`src/rtl/adc_calc_sched.sv`:
```
// adc_calc_sched: frame-based gain/offset scheduler for the ADC calculation path.
// A frame strobe snapshots every raw sample with its factor/offset; the channels
// are then issued one per cycle through a shared 3-stage multiply-add pipeline.
// Optional build macro CALC_SAT_EN: clamp results to the signed 32-bit range and
// flag clamped results on o_sat (otherwise results wrap and o_sat stays 0).
`timescale 1ns/1ps

module adc_calc_sched #(
  parameter int CH_NUM = 10,
  parameter int RAW_W  = 16,
  parameter int FRAC_W = 16
) (
  input  logic                    i_clk,
  input  logic                    i_rst_n,
  input  logic                    i_adc_valid,
  input  logic [CH_NUM*RAW_W-1:0] i_adc_data,
  input  logic [CH_NUM*32-1:0]    i_factor,
  input  logic [CH_NUM*32-1:0]    i_offset,
  input  logic                    i_ovr_clr,
  output logic [31:0]             o_calc_data,
  output logic [3:0]              o_calc_ch,
  output logic                    o_calc_valid,
  output logic                    o_frame_done,
  output logic                    o_busy,
  output logic                    o_overrun,
  output logic                    o_sat
);

  localparam int         PROD_W  = RAW_W + 32;
  localparam logic [3:0] LAST_CH = 4'(CH_NUM - 1);

  typedef enum logic [1:0] {
    IDLE  = 2'd0,
    ISSUE = 2'd1,
    DRAIN = 2'd2
  } state_t;

  state_t                    state_r;
  logic [3:0]                ch_cnt_r;
  logic [CH_NUM*RAW_W-1:0]   snap_raw_r;
  logic [CH_NUM*32-1:0]      snap_fac_r;
  logic [CH_NUM*32-1:0]      snap_off_r;

  // Stage 1: operands of the channel being issued
  logic signed [RAW_W-1:0]   s1_raw_r;
  logic signed [31:0]        s1_fac_r;
  logic signed [31:0]        s1_off_r;
  logic [3:0]                s1_ch_r;
  logic                      s1_vld_r;

  // Stage 2: full-precision product
  logic signed [PROD_W-1:0]  s2_prod_r;
  logic signed [31:0]        s2_off_r;
  logic [3:0]                s2_ch_r;
  logic                      s2_vld_r;

  logic signed [PROD_W-1:0]  raw_ext_s;
  logic signed [PROD_W-1:0]  fac_ext_s;
  logic [31:0]               result_s;
  logic                      sat_s;

  // Sign-extend both operands so the truncated product keeps the exact low bits
  assign raw_ext_s = PROD_W'(s1_raw_r);
  assign fac_ext_s = PROD_W'(s1_fac_r);

`ifdef CALC_SAT_EN
  logic [32:0] sum_s;
  logic        ovf_s;
  // One guard bit above the 32-bit result exposes overflow of the offset add
  assign sum_s    = 33'(s2_prod_r >>> FRAC_W) + {s2_off_r[31], s2_off_r};
  assign ovf_s    = sum_s[32] ^ sum_s[31];
  assign result_s = ovf_s ? (sum_s[32] ? 32'h8000_0000 : 32'h7FFF_FFFF) : sum_s[31:0];
  assign sat_s    = ovf_s;
`else
  logic [31:0] sum_s;
  // Two's-complement wrap: only the low 32 bits of the sum are kept
  assign sum_s    = 32'(s2_prod_r >>> FRAC_W) + s2_off_r;
  assign result_s = sum_s;
  assign sat_s    = 1'b0;
`endif

  // Frame sequencer: snapshot, channel issue, drain, busy/done/overrun flags
  always_ff @(posedge i_clk or negedge i_rst_n) begin
    if (!i_rst_n) begin
      state_r      <= IDLE;
      ch_cnt_r     <= 4'd0;
      snap_raw_r   <= '0;
      snap_fac_r   <= '0;
      snap_off_r   <= '0;
      s1_raw_r     <= '0;
      s1_fac_r     <= 32'sd0;
      s1_off_r     <= 32'sd0;
      s1_ch_r      <= 4'd0;
      s1_vld_r     <= 1'b0;
      o_frame_done <= 1'b0;
      o_busy       <= 1'b0;
      o_overrun    <= 1'b0;
    end else begin
      s1_vld_r     <= 1'b0;
      o_frame_done <= 1'b0;

      // A strobe while busy (done cycle included) is dropped; setting beats clearing
      if (i_adc_valid && o_busy) begin
        o_overrun <= 1'b1;
      end else if (i_ovr_clr) begin
        o_overrun <= 1'b0;
      end

      case (state_r)
        IDLE: begin
          if (i_adc_valid && !o_busy) begin
            snap_raw_r <= i_adc_data;
            snap_fac_r <= i_factor;
            snap_off_r <= i_offset;
            ch_cnt_r   <= 4'd0;
            o_busy     <= 1'b1;
            state_r    <= ISSUE;
          end else begin
            o_busy     <= 1'b0;
          end
        end
        ISSUE: begin
          s1_raw_r <= snap_raw_r[int'(ch_cnt_r)*RAW_W +: RAW_W];
          s1_fac_r <= snap_fac_r[int'(ch_cnt_r)*32 +: 32];
          s1_off_r <= snap_off_r[int'(ch_cnt_r)*32 +: 32];
          s1_ch_r  <= ch_cnt_r;
          s1_vld_r <= 1'b1;
          ch_cnt_r <= ch_cnt_r + 4'd1;
          if (ch_cnt_r == LAST_CH) begin
            state_r <= DRAIN;
          end
        end
        DRAIN: begin
          // Finish once the last channel's result is on the output
          if (o_calc_valid && (o_calc_ch == LAST_CH)) begin
            o_frame_done <= 1'b1;
            state_r      <= IDLE;
          end
        end
        default: begin
          state_r <= IDLE;
        end
      endcase
    end
  end

  // Stages 2 and 3: multiply, then shift, offset add, resolve and register the result
  always_ff @(posedge i_clk or negedge i_rst_n) begin
    if (!i_rst_n) begin
      s2_prod_r    <= '0;
      s2_off_r     <= 32'sd0;
      s2_ch_r      <= 4'd0;
      s2_vld_r     <= 1'b0;
      o_calc_data  <= 32'd0;
      o_calc_ch    <= 4'd0;
      o_calc_valid <= 1'b0;
      o_sat        <= 1'b0;
    end else begin
      s2_vld_r     <= s1_vld_r;
      o_calc_valid <= s2_vld_r;
      o_sat        <= s2_vld_r & sat_s;
      if (s1_vld_r) begin
        s2_prod_r <= raw_ext_s * fac_ext_s;
        s2_off_r  <= s1_off_r;
        s2_ch_r   <= s1_ch_r;
      end
      // Data and channel tag hold their last values between results
      if (s2_vld_r) begin
        o_calc_data <= result_s;
        o_calc_ch   <= s2_ch_r;
      end
    end
  end

endmodule

```
`config.mk`:
```
export PLATFORM = sky130hd
export DESIGN_NAME = adc_calc_sched
export DESIGN_NICKNAME = d
export VERILOG_FILES = /design/src/rtl/adc_calc_sched.sv
export SDC_FILE = /design/constraint.sdc
export NUM_CORES = 2
export LEC_CHECK = 0
export BUFFER_PORTS_ARGS = -buffer_cell sky130_fd_sc_hd__buf_2
export CAP_MARGIN = 25
export CORE_MARGIN = 3
export CORE_UTILIZATION = 57
export DETAILED_ROUTE_END_ITERATION = 12
export PLACE_DENSITY_LB_ADDON = 0.3
export SYNTH_ARGS = -nofsm -noshare
export SYNTH_HDL_FRONTEND = slang
export SYNTH_SLANG_ARGS = --single-unit
```
`constraint.sdc`:
```
create_clock -name i_clk -period 7.2 [get_ports i_clk]
set_clock_uncertainty 0.15 [all_clocks]
set_input_delay 0.72 -clock i_clk [delete_from_list [all_inputs] [get_ports i_clk]]
set_output_delay 0.72 -clock i_clk [all_outputs]
set_load 0.02 [all_outputs]
```
==> qor.tcl <==
set qor(run_status) {finished clean}
set qor(rrSetupSlack_ns) 0.25
set qor(gp_congestion) 0.9789
set qor(synthesis.yosys.warnings) 0
set qor(hpwlAfterDp_um) 155900
set qor(synth-edff-count) 0
set qor(numPortBuffers) 843
set qor(grt_pass1_vias) 50360
set qor(largest_net_degree_at_the_start_of_global_routing) 245
set qor(placementRows) 120
set qor(fill_cells) 8538
set qor(drive_gt1_frac) 0.1912
set qor(vias_per_cell) 5.731
set qor(die_x_um) 334.9
set qor(min_to) {snap_fac_r[131]}
set qor(achievable-frequency_mhz) 143.9
set qor(drt-pass1-iter-count) 7
set qor(synth_compound_area_frac) 0.03910
set qor(globalRouteTotalUtil) 0.3675
set qor(antenna_found_initial) 66
set qor(timing.final.crit_period_ns) 6.952
set qor(worstHoldStart) {i_factor[131]}
set qor(count_of_buffers_added_by_post_cts_timing_repair_for_setup) 0
set qor(hold_path_depth) 3
set qor(final_util) 0.6675
set qor(crit-reg2reg-capture) {s2_prod_r[40]}
set qor(drtIter0Drc) 5540
set qor(required_ns) 7.65
set qor(main_combinational_cell_family_by_area_after_synthesis) {simple AND/OR/NAND/NOR gates}
set qor(cts_root_buf) {sky130_fd_sc_hd__clkbuf_16}
set qor(dpl_cell_area_sq_um) 67440
set qor(die_area_sq_um) 112200
set qor(final.period_utilization) 0.9655
set qor(max_slew.worst_pin.slew_ns) 1.170
set qor(xor_xnor_share_of_the_synthesized_area) 0.009090
set qor(remaining_global_route_overflow) 0
set qor(synth_fa_ha_area_frac) 0.1870
set qor(synthesis.area_sq_um) 61670
set qor(reg2reg_path_depth) 22
set qor(critical_path.endpoint_type) {register}
set qor(die_h_um) 334.9
set qor(hold_viol) 0
set qor(drc) 0
set qor(postRouteAntennaNets) 0
set qor(worstHoldPathType) {in2reg}
set qor(netlist_instances) 6511
set qor(clk_transition_reported_paths_ns) 0.07
set qor(tritoncts) {built}
set qor(yosys.area_share.simple) 0.2017
set qor(critical_path.reg2reg.startpoint) {s1_fac_r[15]}
set qor(nets) 8666
set qor(synth.yosys.seq_area_share) 0.4058
set qor(maxSlewViolCount) 0
set qor(wl_per_cell_um) 23.51
set qor(drt-total-wl_um) 206000
set qor(yosys-mux-area-fraction) 0.1002
set qor(setup-violations-final) 0
set qor(core_area_sq_um) 107200
set qor(drv_cap) 0
set qor(slew-limit-headroom) 0.2201
set qor(fin_setup_tns_ns) 0
set qor(fin_area_sq_um) 71550
set qor(synth.distinct_cells) 62
set qor(tritoncts.num_buffers) 105
set qor(ys_async_sr_fraction) 1.000
set qor(clock_tree.buffer_depth) 3
set qor(yosys.area.top_type_share) 0.4058
set qor(detailroute.via_count) 50210
set qor(rsz0062_at_grt) {false}
set qor(synthToLayoutAreaGrowth_pct) 16.03
set qor(top_level_ports) 845
set qor(timing.critical_path.fanout_max) 17
set qor(worst_skew_pair.late_latency_ns) 0.73
set qor(criticalPathCategory) {reg2reg}
set qor(startpoint_type_of_the_worst_setup_path) {register}
set qor(post_synthesis_cell_type_with_the_largest_combined_area) {sky130_fd_sc_hd__dfrtp_1}
set qor(grt_pass1_wl_um) 307700
set qor(netlist_top_cells_area) {sky130_fd_sc_hd__dfrtp_1 41%, sky130_fd_sc_hd__nand2_1 17%, sky130_fd_sc_hd__fa_1 16%}
set qor(ys_ff_latch) 1000
set qor(postSynthNetCount) 7945
set qor(htree_num_levels) 3
set qor(initial_utilization) 0.5752
set qor(avgSynthCellArea_sq_um) 9.471
set qor(synth_top_flop_cell) {sky130_fd_sc_hd__dfrtp_1}
set qor(cts_sinks) 1000
set qor(worst_ep_arrival_time_ns) 7.40
==> worst max-delay path: stages, from the launching register on <==
cell and delay (ns):
sky130_fd_sc_hd__dfrtp_1 0.86, sky130_fd_sc_hd__nand2_1 0.18, sky130_fd_sc_hd__fa_1 0.55, sky130_fd_sc_hd__fa_1 0.53
sky130_fd_sc_hd__fa_1 0.52, sky130_fd_sc_hd__inv_1 0.06, sky130_fd_sc_hd__fa_1 0.50, sky130_fd_sc_hd__fa_1 0.50
sky130_fd_sc_hd__inv_1 0.05, sky130_fd_sc_hd__fa_1 0.47, sky130_fd_sc_hd__inv_1 0.05, sky130_fd_sc_hd__ha_1 0.30
sky130_fd_sc_hd__buf_4 0.17, sky130_fd_sc_hd__nand3_1 0.08, sky130_fd_sc_hd__nand2_1 0.08, sky130_fd_sc_hd__a221oi_2 0.28
sky130_fd_sc_hd__o21a_1 0.24, sky130_fd_sc_hd__buf_12 0.13, sky130_fd_sc_hd__nor3b_2 0.07, sky130_fd_sc_hd__or3_4 0.36
sky130_fd_sc_hd__a31o_2 0.26, sky130_fd_sc_hd__xor2_1 0.15, sky130_fd_sc_hd__mux2_2 0.26
==> cell usage in the layout, fill, tap and decap left out, types with 14 or more instances in the layout <==
master | Yosys | routed
sky130_fd_sc_hd__buf_4 | 1 | 87
sky130_fd_sc_hd__a21o_1 | 30 | 30
sky130_fd_sc_hd__o21ai_0 | 83 | 83
sky130_fd_sc_hd__clkinv_2 | 0 | 14
sky130_fd_sc_hd__ha_1 | 144 | 144
sky130_fd_sc_hd__clkbuf_1 | 325 | 17
sky130_fd_sc_hd__nor2_1 | 51 | 51
sky130_fd_sc_hd__clkbuf_16 | 0 | 106
sky130_fd_sc_hd__xor2_1 | 15 | 15
sky130_fd_sc_hd__mux2_2 | 84 | 84
sky130_fd_sc_hd__buf_12 | 0 | 24
sky130_fd_sc_hd__a21oi_1 | 98 | 98
sky130_fd_sc_hd__nand3_1 | 19 | 18
sky130_fd_sc_hd__nand2_1 | 2727 | 2727
sky130_fd_sc_hd__dlygate4sd3_1 | 0 | 24
sky130_fd_sc_hd__inv_1 | 566 | 564
sky130_fd_sc_hd__xnor2_1 | 49 | 49
sky130_fd_sc_hd__diode_2 | 0 | 40
sky130_fd_sc_hd__mux2i_1 | 163 | 163
sky130_fd_sc_hd__dfrtp_1 | 1000 | 995
sky130_fd_sc_hd__nand2b_1 | 16 | 14
sky130_fd_sc_hd__buf_2 | 15 | 842
sky130_fd_sc_hd__o221ai_1 | 40 | 40
sky130_fd_sc_hd__nor3_1 | 55 | 55
sky130_fd_sc_hd__and2_1 | 203 | 203
sky130_fd_sc_hd__mux4_2 | 160 | 160
sky130_fd_sc_hd__fa_1 | 486 | 486
sky130_fd_sc_hd__clkbuf_8 | 0 | 32
sky130_fd_sc_hd__o21a_1 | 48 | 48
==> stage by stage <==
step           setup slack [ns]  std cells  hold slack [ns]
2_1_floorplan            0.7384       6511           0.2019
4_1_cts                  0.1441       8720        0.0002672
5_1_grt                 0.03053       8753          0.01977
3_5_place_dp             0.1539       8503           0.3069
3_3_place_gp             0.3625       8503           0.3020
6_report                 0.2484       8761          0.03254
==> repair_timing <==
| action | in CTS | in global routing |
|---|---|---|
| hold buffers | 24 | 0 |
| gates resized for setup | 0 | 2 |
| setup endpoints to repair | 0 | 6 |
| hold endpoints to repair | 82 | 0 |
==> kinds of logic after synthesis <==
| kind of cell | Yosys count |
|---|---|
| AOI/OAI and AO/OA | 369 |
| xor gates and xnor gates | 64 |
| adders and majority gates | 630 |
| buffers and inverters | 931 |
| DFF | 1000 |
| muxes | 407 |
| other | 1 |
| and+or+nand+nor | 3109 |
==> sequential cells by signal, summed over array words and instances, names as in the netlist, 16 cells and up <==
register and count:
s2_prod_r 32, s1_fac_r 32, snap_off_r 320, snap_fac_r 320
s2_off_r 32, snap_raw_r 160, o_calc_data 32, s1_raw_r 16
s1_off_r 32
==> cell type report <==
class                   count  area, sq um  share of cell area
multi-input cells        4580        33160              0.4635
flip-flops and latches   1000        25040              0.3499
repair buffers            979         5630             0.07869
diodes                     40        100.1            0.001399
clock buffers             155         3157             0.04412
well taps                1403         1755             0.02453
inverters                 566         2127             0.02973
clock inverters            38        585.6            0.008184
==> cell usage after synthesis (16+ instances only) <==
library cell and number:
sky130_fd_sc_hd__mux2_2 84, sky130_fd_sc_hd__ha_1 144, sky130_fd_sc_hd__a21oi_1 98, sky130_fd_sc_hd__mux2i_1 163
sky130_fd_sc_hd__nand3_1 19, sky130_fd_sc_hd__fa_1 486, sky130_fd_sc_hd__mux4_2 160, sky130_fd_sc_hd__dfrtp_1 1000
sky130_fd_sc_hd__o221ai_1 40, sky130_fd_sc_hd__nand2_1 2727, sky130_fd_sc_hd__nor3_1 55, sky130_fd_sc_hd__clkbuf_1 325
sky130_fd_sc_hd__o21ai_0 83, sky130_fd_sc_hd__nand2b_1 16, sky130_fd_sc_hd__buf_1 24, sky130_fd_sc_hd__and2_1 203
sky130_fd_sc_hd__o21a_1 48, sky130_fd_sc_hd__xnor2_1 49, sky130_fd_sc_hd__a21o_1 30, sky130_fd_sc_hd__inv_1 566
sky130_fd_sc_hd__nor2_1 51
==> worst max path at each step <==
stage,depth (start not counted),from,slack (ns),end
after global placement,20,s1_fac_r[15],0.36,s2_prod_r[43]
final,22,s1_fac_r[15],0.25,s2_prod_r[40]
after detailed placement,20,s1_fac_r[15],0.15,s2_prod_r[39]
after global routing,22,s1_fac_r[15],0.03,s2_prod_r[35]
after CTS,20,s1_fac_r[15],0.14,s2_prod_r[39]
after floorplan,19,s1_fac_r[31],0.74,s2_prod_r[47]
==> routing by layer <==
metal / track usage / up-vias / wire length [um]
met2: 0.5539 / 2622 / 93640
met1: 0.5089 / 25130 / 79960
met3: 0.08039 / 562 / 20600
li1: - / 21860 / -
met5: 0 / - / 218
met4: 0.1831 / 32 / 11550
Power is not shown: default switching activity piles up to over one toggle a cycle in this logic, so the estimate is an artifact.
